===== src/rtl/ysyx_25020047_pkg.sv =====
// Shared writeback-stage types: source/load encodings and the buffered commit entry.
package ysyx_25020047_pkg;

    localparam int ENTRY_XLEN = 64;
    localparam int ENTRY_RAW  = 5;

    typedef enum logic [1:0] {
        WB_ALU  = 2'd0,
        WB_LINK = 2'd1,
        WB_LOAD = 2'd2,
        WB_NONE = 2'd3
    } wb_sel_e;

    typedef enum logic [2:0] {
        LD_LB  = 3'd0,
        LD_LH  = 3'd1,
        LD_LW  = 3'd2,
        LD_LD  = 3'd3,
        LD_LBU = 3'd4,
        LD_LHU = 3'd5
    } ld_type_e;

    // Entry is sized for the widest datapath; narrower builds zero-extend on push.
    typedef struct packed {
        logic                  wen;
        logic                  misalign;
        logic [ENTRY_RAW-1:0]  rd;
        logic [ENTRY_XLEN-1:0] wdata;
        logic [ENTRY_XLEN-1:0] dnpc;
        logic [ENTRY_XLEN-1:0] pc;
    } wbu_entry_t;

    function automatic logic wen_allowed(input logic [1:0] wb_sel, input logic rd_nz,
                                         input logic misalign);
        return (wb_sel != WB_NONE) && rd_nz && !misalign;
    endfunction

endpackage


===== src/rtl/ysyx_25020047_ld_align.sv =====
// Combinational load extraction: picks byte/half/word/dword at addr_lo and extends it.
module ysyx_25020047_ld_align
    import ysyx_25020047_pkg::*;
#(
    parameter int XLEN = 32
) (
    input  logic [XLEN-1:0] memdata,
    input  logic [2:0]      addr_lo,
    input  logic [2:0]      ld_type,
    output logic [XLEN-1:0] data,
    output logic            misalign
);

    logic [XLEN-1:0] shifted;

    // Offsets past the word simply shift everything out; those cases are misaligned anyway.
    assign shifted = memdata >> {addr_lo, 3'b000};

    always_comb begin
        data = shifted;
        case (ld_type)
            LD_LB:   data = XLEN'($signed(shifted[7:0]));
            LD_LBU:  data = XLEN'(shifted[7:0]);
            LD_LH:   data = XLEN'($signed(shifted[15:0]));
            LD_LHU:  data = XLEN'(shifted[15:0]);
            LD_LW:   data = XLEN'($signed(shifted[31:0]));
            default: data = shifted;
        endcase
    end

    always_comb begin
        misalign = 1'b0;
        case (ld_type)
            LD_LH, LD_LHU: misalign = addr_lo[0];
            LD_LW:         misalign = |addr_lo[1:0];
            LD_LD:         misalign = |addr_lo;
            default:       misalign = 1'b0;
        endcase
    end

endmodule


===== src/rtl/ysyx_25020047_wbu_pipe.sv =====
// Writeback stage: computes the commit payload on push and buffers it in a small FIFO.
// Optional retired-instruction counter enabled by YSYX_25020047_WBU_MINSTRET_EN.
module ysyx_25020047_wbu_pipe
    import ysyx_25020047_pkg::*;
#(
    parameter int XLEN   = 32,
    parameter int NR_REG = 32,
    parameter int DEPTH  = 2,
    localparam int RAW   = $clog2(NR_REG)
) (
    input  logic            clk,
    input  logic            rst_n,
    input  logic            in_valid,
    output logic            in_ready,
    input  logic [1:0]      in_wb_sel,
    input  logic [2:0]      in_ld_type,
    input  logic            in_jump,
    input  logic [XLEN-1:0] in_result,
    input  logic [XLEN-1:0] in_memdata,
    input  logic [XLEN-1:0] in_snpc,
    input  logic [XLEN-1:0] in_pc,
    input  logic [RAW-1:0]  in_rd,
    input  logic [2:0]      in_addr_lo,
    input  logic            flush,
    output logic            out_valid,
    input  logic            out_ready,
    output logic            rf_wen,
    output logic [RAW-1:0]  rf_waddr,
    output logic [XLEN-1:0] rf_wdata,
    output logic [XLEN-1:0] dnpc,
    output logic [XLEN-1:0] commit_pc,
    output logic            misalign
`ifdef YSYX_25020047_WBU_MINSTRET_EN
    ,
    output logic [63:0]     minstret
`endif
);

    localparam int PW = $clog2(DEPTH);

    logic [XLEN-1:0] ld_data;
    logic            ld_misalign;
    logic            mis_push;
    logic [XLEN-1:0] wdata_push;
    logic [XLEN-1:0] dnpc_push;
    wbu_entry_t      entry_push;

    ysyx_25020047_ld_align #(
        .XLEN(XLEN)
    ) u_ld_align (
        .memdata (in_memdata),
        .addr_lo (in_addr_lo),
        .ld_type (in_ld_type),
        .data    (ld_data),
        .misalign(ld_misalign)
    );

    assign mis_push  = (in_wb_sel == WB_LOAD) && ld_misalign;
    assign dnpc_push = in_jump ? {in_result[XLEN-1:1], 1'b0} : in_snpc;

    always_comb begin
        wdata_push = '0;
        case (in_wb_sel)
            WB_ALU:  wdata_push = in_result;
            WB_LINK: wdata_push = in_snpc;
            WB_LOAD: wdata_push = ld_data;
            default: wdata_push = '0;
        endcase
    end

    always_comb begin
        entry_push.wen      = wen_allowed(in_wb_sel, |in_rd, mis_push);
        entry_push.misalign = mis_push;
        entry_push.rd       = ENTRY_RAW'(in_rd);
        entry_push.wdata    = ENTRY_XLEN'(wdata_push);
        entry_push.dnpc     = ENTRY_XLEN'(dnpc_push);
        entry_push.pc       = ENTRY_XLEN'(in_pc);
    end

    wbu_entry_t    mem_reg [DEPTH];
    logic [PW-1:0] wr_ptr_reg;
    logic [PW-1:0] rd_ptr_reg;
    logic [PW:0]   count_reg;
    wbu_entry_t    head;
    logic          push;
    logic          pop;

    assign in_ready  = count_reg < (PW+1)'(DEPTH);
    assign out_valid = count_reg != '0;
    // Flush wins over any handshake in the same cycle.
    assign push      = in_valid && in_ready && !flush;
    assign pop       = out_valid && out_ready && !flush;
    assign head      = mem_reg[rd_ptr_reg];

    always_ff @(posedge clk) begin
        if (push) begin
            mem_reg[wr_ptr_reg] <= entry_push;
        end
    end

    // DEPTH is a power of two, so pointers wrap naturally at PW bits.
    always_ff @(posedge clk or negedge rst_n) begin
        if (!rst_n) begin
            wr_ptr_reg <= '0;
            rd_ptr_reg <= '0;
            count_reg  <= '0;
        end else if (flush) begin
            wr_ptr_reg <= '0;
            rd_ptr_reg <= '0;
            count_reg  <= '0;
        end else begin
            if (push) begin
                wr_ptr_reg <= wr_ptr_reg + PW'(1);
            end
            if (pop) begin
                rd_ptr_reg <= rd_ptr_reg + PW'(1);
            end
            case ({push, pop})
                2'b10:   count_reg <= count_reg + (PW+1)'(1);
                2'b01:   count_reg <= count_reg - (PW+1)'(1);
                default: count_reg <= count_reg;
            endcase
        end
    end

    // Payload reads as zero whenever nothing is buffered, including straight out of reset.
    assign rf_wen    = out_valid && head.wen;
    assign misalign  = out_valid && head.misalign;
    assign rf_waddr  = out_valid ? head.rd[RAW-1:0] : '0;
    assign rf_wdata  = out_valid ? head.wdata[XLEN-1:0] : '0;
    assign dnpc      = out_valid ? head.dnpc[XLEN-1:0] : '0;
    assign commit_pc = out_valid ? head.pc[XLEN-1:0] : '0;

    generate
        if (XLEN < ENTRY_XLEN) begin : g_xpad
            logic unused_xhi;
            assign unused_xhi = ^{head.wdata[ENTRY_XLEN-1:XLEN], head.dnpc[ENTRY_XLEN-1:XLEN],
                                  head.pc[ENTRY_XLEN-1:XLEN]};
        end
        if (RAW < ENTRY_RAW) begin : g_rpad
            logic unused_rhi;
            assign unused_rhi = ^head.rd[ENTRY_RAW-1:RAW];
        end
    endgenerate

`ifdef YSYX_25020047_WBU_MINSTRET_EN
    always_ff @(posedge clk or negedge rst_n) begin
        if (!rst_n) begin
            minstret <= '0;
        end else if (pop && !head.misalign) begin
            minstret <= minstret + 64'd1;
        end
    end
`endif

endmodule


===== config.mk =====
export PLATFORM = sky130hd
export DESIGN_NAME = ysyx_25020047_wbu_pipe
export DESIGN_NICKNAME = d
export VERILOG_FILES = /design/src/rtl/ysyx_25020047_pkg.sv /design/src/rtl/ysyx_25020047_ld_align.sv /design/src/rtl/ysyx_25020047_wbu_pipe.sv
export SDC_FILE = /design/constraint.sdc
export NUM_CORES = 1
export LEC_CHECK = 0
export ABC_CLOCK_PERIOD_IN_PS = 25000
export CORE_AREA = 5 5 137 139
export DETAILED_ROUTE_END_ITERATION = 7
export DIE_AREA = 0 0 142 144
export DONT_BUFFER_PORTS = 1
export PLACE_DENSITY = 0.73
export SKIP_CTS_REPAIR_TIMING = 1
export SLEW_MARGIN = 10
export SYNTH_ARGS = -nofsm -noshare
export SYNTH_HDL_FRONTEND = slang
export SYNTH_HIERARCHICAL = 1
export SYNTH_SLANG_ARGS = --single-unit

===== constraint.sdc =====
create_clock -name clk -period 25 [get_ports clk]
set_clock_uncertainty 0.15 [all_clocks]
set_input_delay 5 -clock clk [delete_from_list [all_inputs] [get_ports clk]]
set_output_delay 5 -clock clk [all_outputs]
set_load 0.01 [all_outputs]

==> impl_metrics.py <==
metrics = {
    "clocking": {
        "cts_sinks": 210,
        "clk_latency_ns": 0.49,
        "clkTransAtPathRegs_ns": 0.05,
        "cts_tree": "done",
        "htree_levels": 1,
        "numCtsBuffers": 22,
        "root_buffer": "clkbuf_16",
        "ctsLongestPathBuffers": 3,
    },
    "timing": {
        "hold_ws_ns": 0.459,
        "setup_violations": 0,
        "max_freq_ghz": 0.124,
        "tns_ns": 0,
        "rsz0062_at_grt": "no",
        "finalCriticalPeriod_ns": 8.04,
        "worstMarginPinSlew_ns": 1.04,
        "setup_ws_ns": 16.96,
        "hold_viol": 0,
        "max_slew_margin_pct": 30.7,
        "drv_slew": 0,
        "timing.final.crit_share_pct": 32.2,
    },
    "cells_and_area": {
        "drive_gt1_share_pct": 10.8,
        "largest_reg_flops": 206,
        "num_antenna_cells": 0,
        "layout_common_cells": "edfxtp_1, mux2i_1, nor2_1, nand2_1, mux2_2",
        "area_growth_syn_to_layout_pct": 7.27,
        "stdcell_count": 945,
        "fin_util_pct": 60.4,
        "final_common_cell": "edfxtp_1",
        "layout.nets": 848,
        "stdcell_area_sq_um": 10600,
    },
    "grt": {
        "antenna_found_initial": 0,
        "grtUsageTotal_pct": 20.9,
        "grt_max_degree": 104,
        "grt-ovfl-total": 0,
        "grt_pass1_vias": 5968,
        "grt_pass1_wl_microns": 33300,
    },
    "setup_path": {
        "reg2reg_to": "mem_reg[0][47]",
        "crit_fanout": 56,
        "critical_path_arrival_ns": 2.89,
        "r2r_setup_slack_ns": 22.26,
        "end_kind": "primary output",
        "reg2regPathDepth": 4,
        "critical_path_class": "flop to primary output",
        "cp.required_ns": 19.85,
        "critPathLaunchType": "flop",
        "reg2reg_from": "count_reg[1]",
    },
    "pwr": {
        "switching_power_uw": 176,
        "ir_worst_vdd_uv": 62.8,
        "swShare_pct": 21.9,
        "power_leakage_nw": 3.52,
        "p_seq_share_pct": 51.2,
        "power_uw": 807,
        "p_clk_share_pct": 40.1,
        "p_per_area_nw_per_um2": 76.2,
        "power_frac_comb_pct": 8.7,
        "power.internal_uw": 631,
    },
    "placed_design": {
        "place_inst": 906,
        "port_buffers": 0,
        "dpl-instance-area_sq_um": 9860,
        "dp_slack_ns": 17.43,
        "gp_congestion": 0.852,
        "dp_hpwl_microns": 15100,
    },
    "floorplanning": {
        "die_w_microns": 142,
        "placementRows": 49,
        "start_util_pct": 56.3,
        "die_h_microns": 144,
        "core_area_sq_um": 17500,
        "dieArea_sq_um": 20400,
        "io_pins": 252,
    },
    "min_path": {
        "hold_depth": 2,
        "worst_hold_path.endpoint": "wr_ptr_reg",
        "min_from": "wr_ptr_reg",
        "hold_path.class": "flop to flop",
    },
    "synthesis": {
        "synth_area_sq_um": 9870,
        "synth_seq_cells": 210,
        "yosysTopAreaCell": "edfxtp_1",
        "synth.area.top_cells": "edfxtp_1, mux2i_1, nor2_1",
        "yosysUniqueCellTypes": 38,
        "synth_nets": 866,
        "synth_warnings": 6,
        "syn-instance-count": 719,
        "avgSynthCellArea_sq_um": 13.7,
        "synth_top_area_share_pct": 62.7,
        "yosysSeqAreaShare_pct": 63.7,
    },
    "detailed_routing": {
        "dr.pass1.iters": 4,
        "vias": 5561,
        "drt-total-wl_microns": 21900,
        "vias_per_cell": 5.88,
        "antenna_left": 0,
        "drc_errors": 0,
        "drt_iter0_drc": 291,
        "wl_per_cell_microns": 23.1,
    },
    "outcome": {
        "status": "completed",
    },
    "flow_run": {
        "cap_violations": 0,
    },
}
-- how the worst max path moves through the flow --
stage	cells past startpoint	start	slack (ns)	endpoint
after global placement	3	rd_ptr_reg	17.43	rf_wdata[25]
after CTS	3	rd_ptr_reg	16.90	rf_wdata[25]
after detailed placement	3	rd_ptr_reg	17.43	rf_wdata[25]
final	3	rd_ptr_reg	16.96	dnpc[31]
after floorplan	2	in_valid	11.52	mem_reg[1][0]
after global routing	3	rd_ptr_reg	16.77	dnpc[31]
-- synth_stat cells, drive strengths merged --
cell type and instances:
nand2b 6, or4 1, mux2i 152, nor3 3
o21a 2, buf 41, o21ai 43, xor2 2
or4b 1, nor3b 1, o21bai 2, a21oi 10
o31ai 8, inv 2, and2b 1, or2 1
nor2b 11, mux2 32, a211oi 14, dfrtp 4
nand3b 1, nand2 50, a21boi 1, nor2 113
o22ai 1, edfxtp 206, clkbuf 8, a2bb2oi 1
and2 1
-- final cells by class --
class | instances | area [sq um]
Clock inverter | 13 | 139
Inverter | 2 | 7.51
Clock buffer | 26 | 587
Timing Repair Buffer | 7 | 52.6
Fill cell | 1386 | 6950
Multi-Input combinational cell | 458 | 3220
Sequential cell | 210 | 6290
Tap cell | 229 | 287
-- power by group through the flow --
stage / clock network, mW / logic (mW) / registers [mW]
floorplan: 0 / 0.0678 / 0.419
global placement: 0 / 0.0694 / 0.420
detailed placement: 0 / 0.0712 / 0.420
global route: 0.347 / 0.0774 / 0.414
finish: 0.324 / 0.0705 / 0.413
CTS: 0.330 / 0.0714 / 0.413
-- cells by family (layout without fill, tap and decap cells) --
logic type	after synthesis	count (layout)	synth area share [%]
AO/OA/AOI/OAI	82	82	5.14
XOR/XNOR	2	2	0.178
buffers and inverters	51	48	3.82
flip-flops	210	210	63.7
multiplexers	184	184	19.1
AND/OR/NAND/NOR	190	190	8.10
-- metal layers --
metal	share of wire (%)	wire length (microns)	up-vias	track usage (%)
li1	-	-	2622	-
met1	39	8530	2677	25.9
met2	49	10600	236	35.2
met3	11	2400	26	7.87
met4	1.5	322	0	4.70
met5	0	0	-	0
-- worst max-delay path, cell delays in order, from the launching register on --
cell and delay, ns:
dfrtp_4 0.97, buf_4 0.83, mux2i_1 0.27, nor2_1 0.25
(Power assumes the default switching activity.)
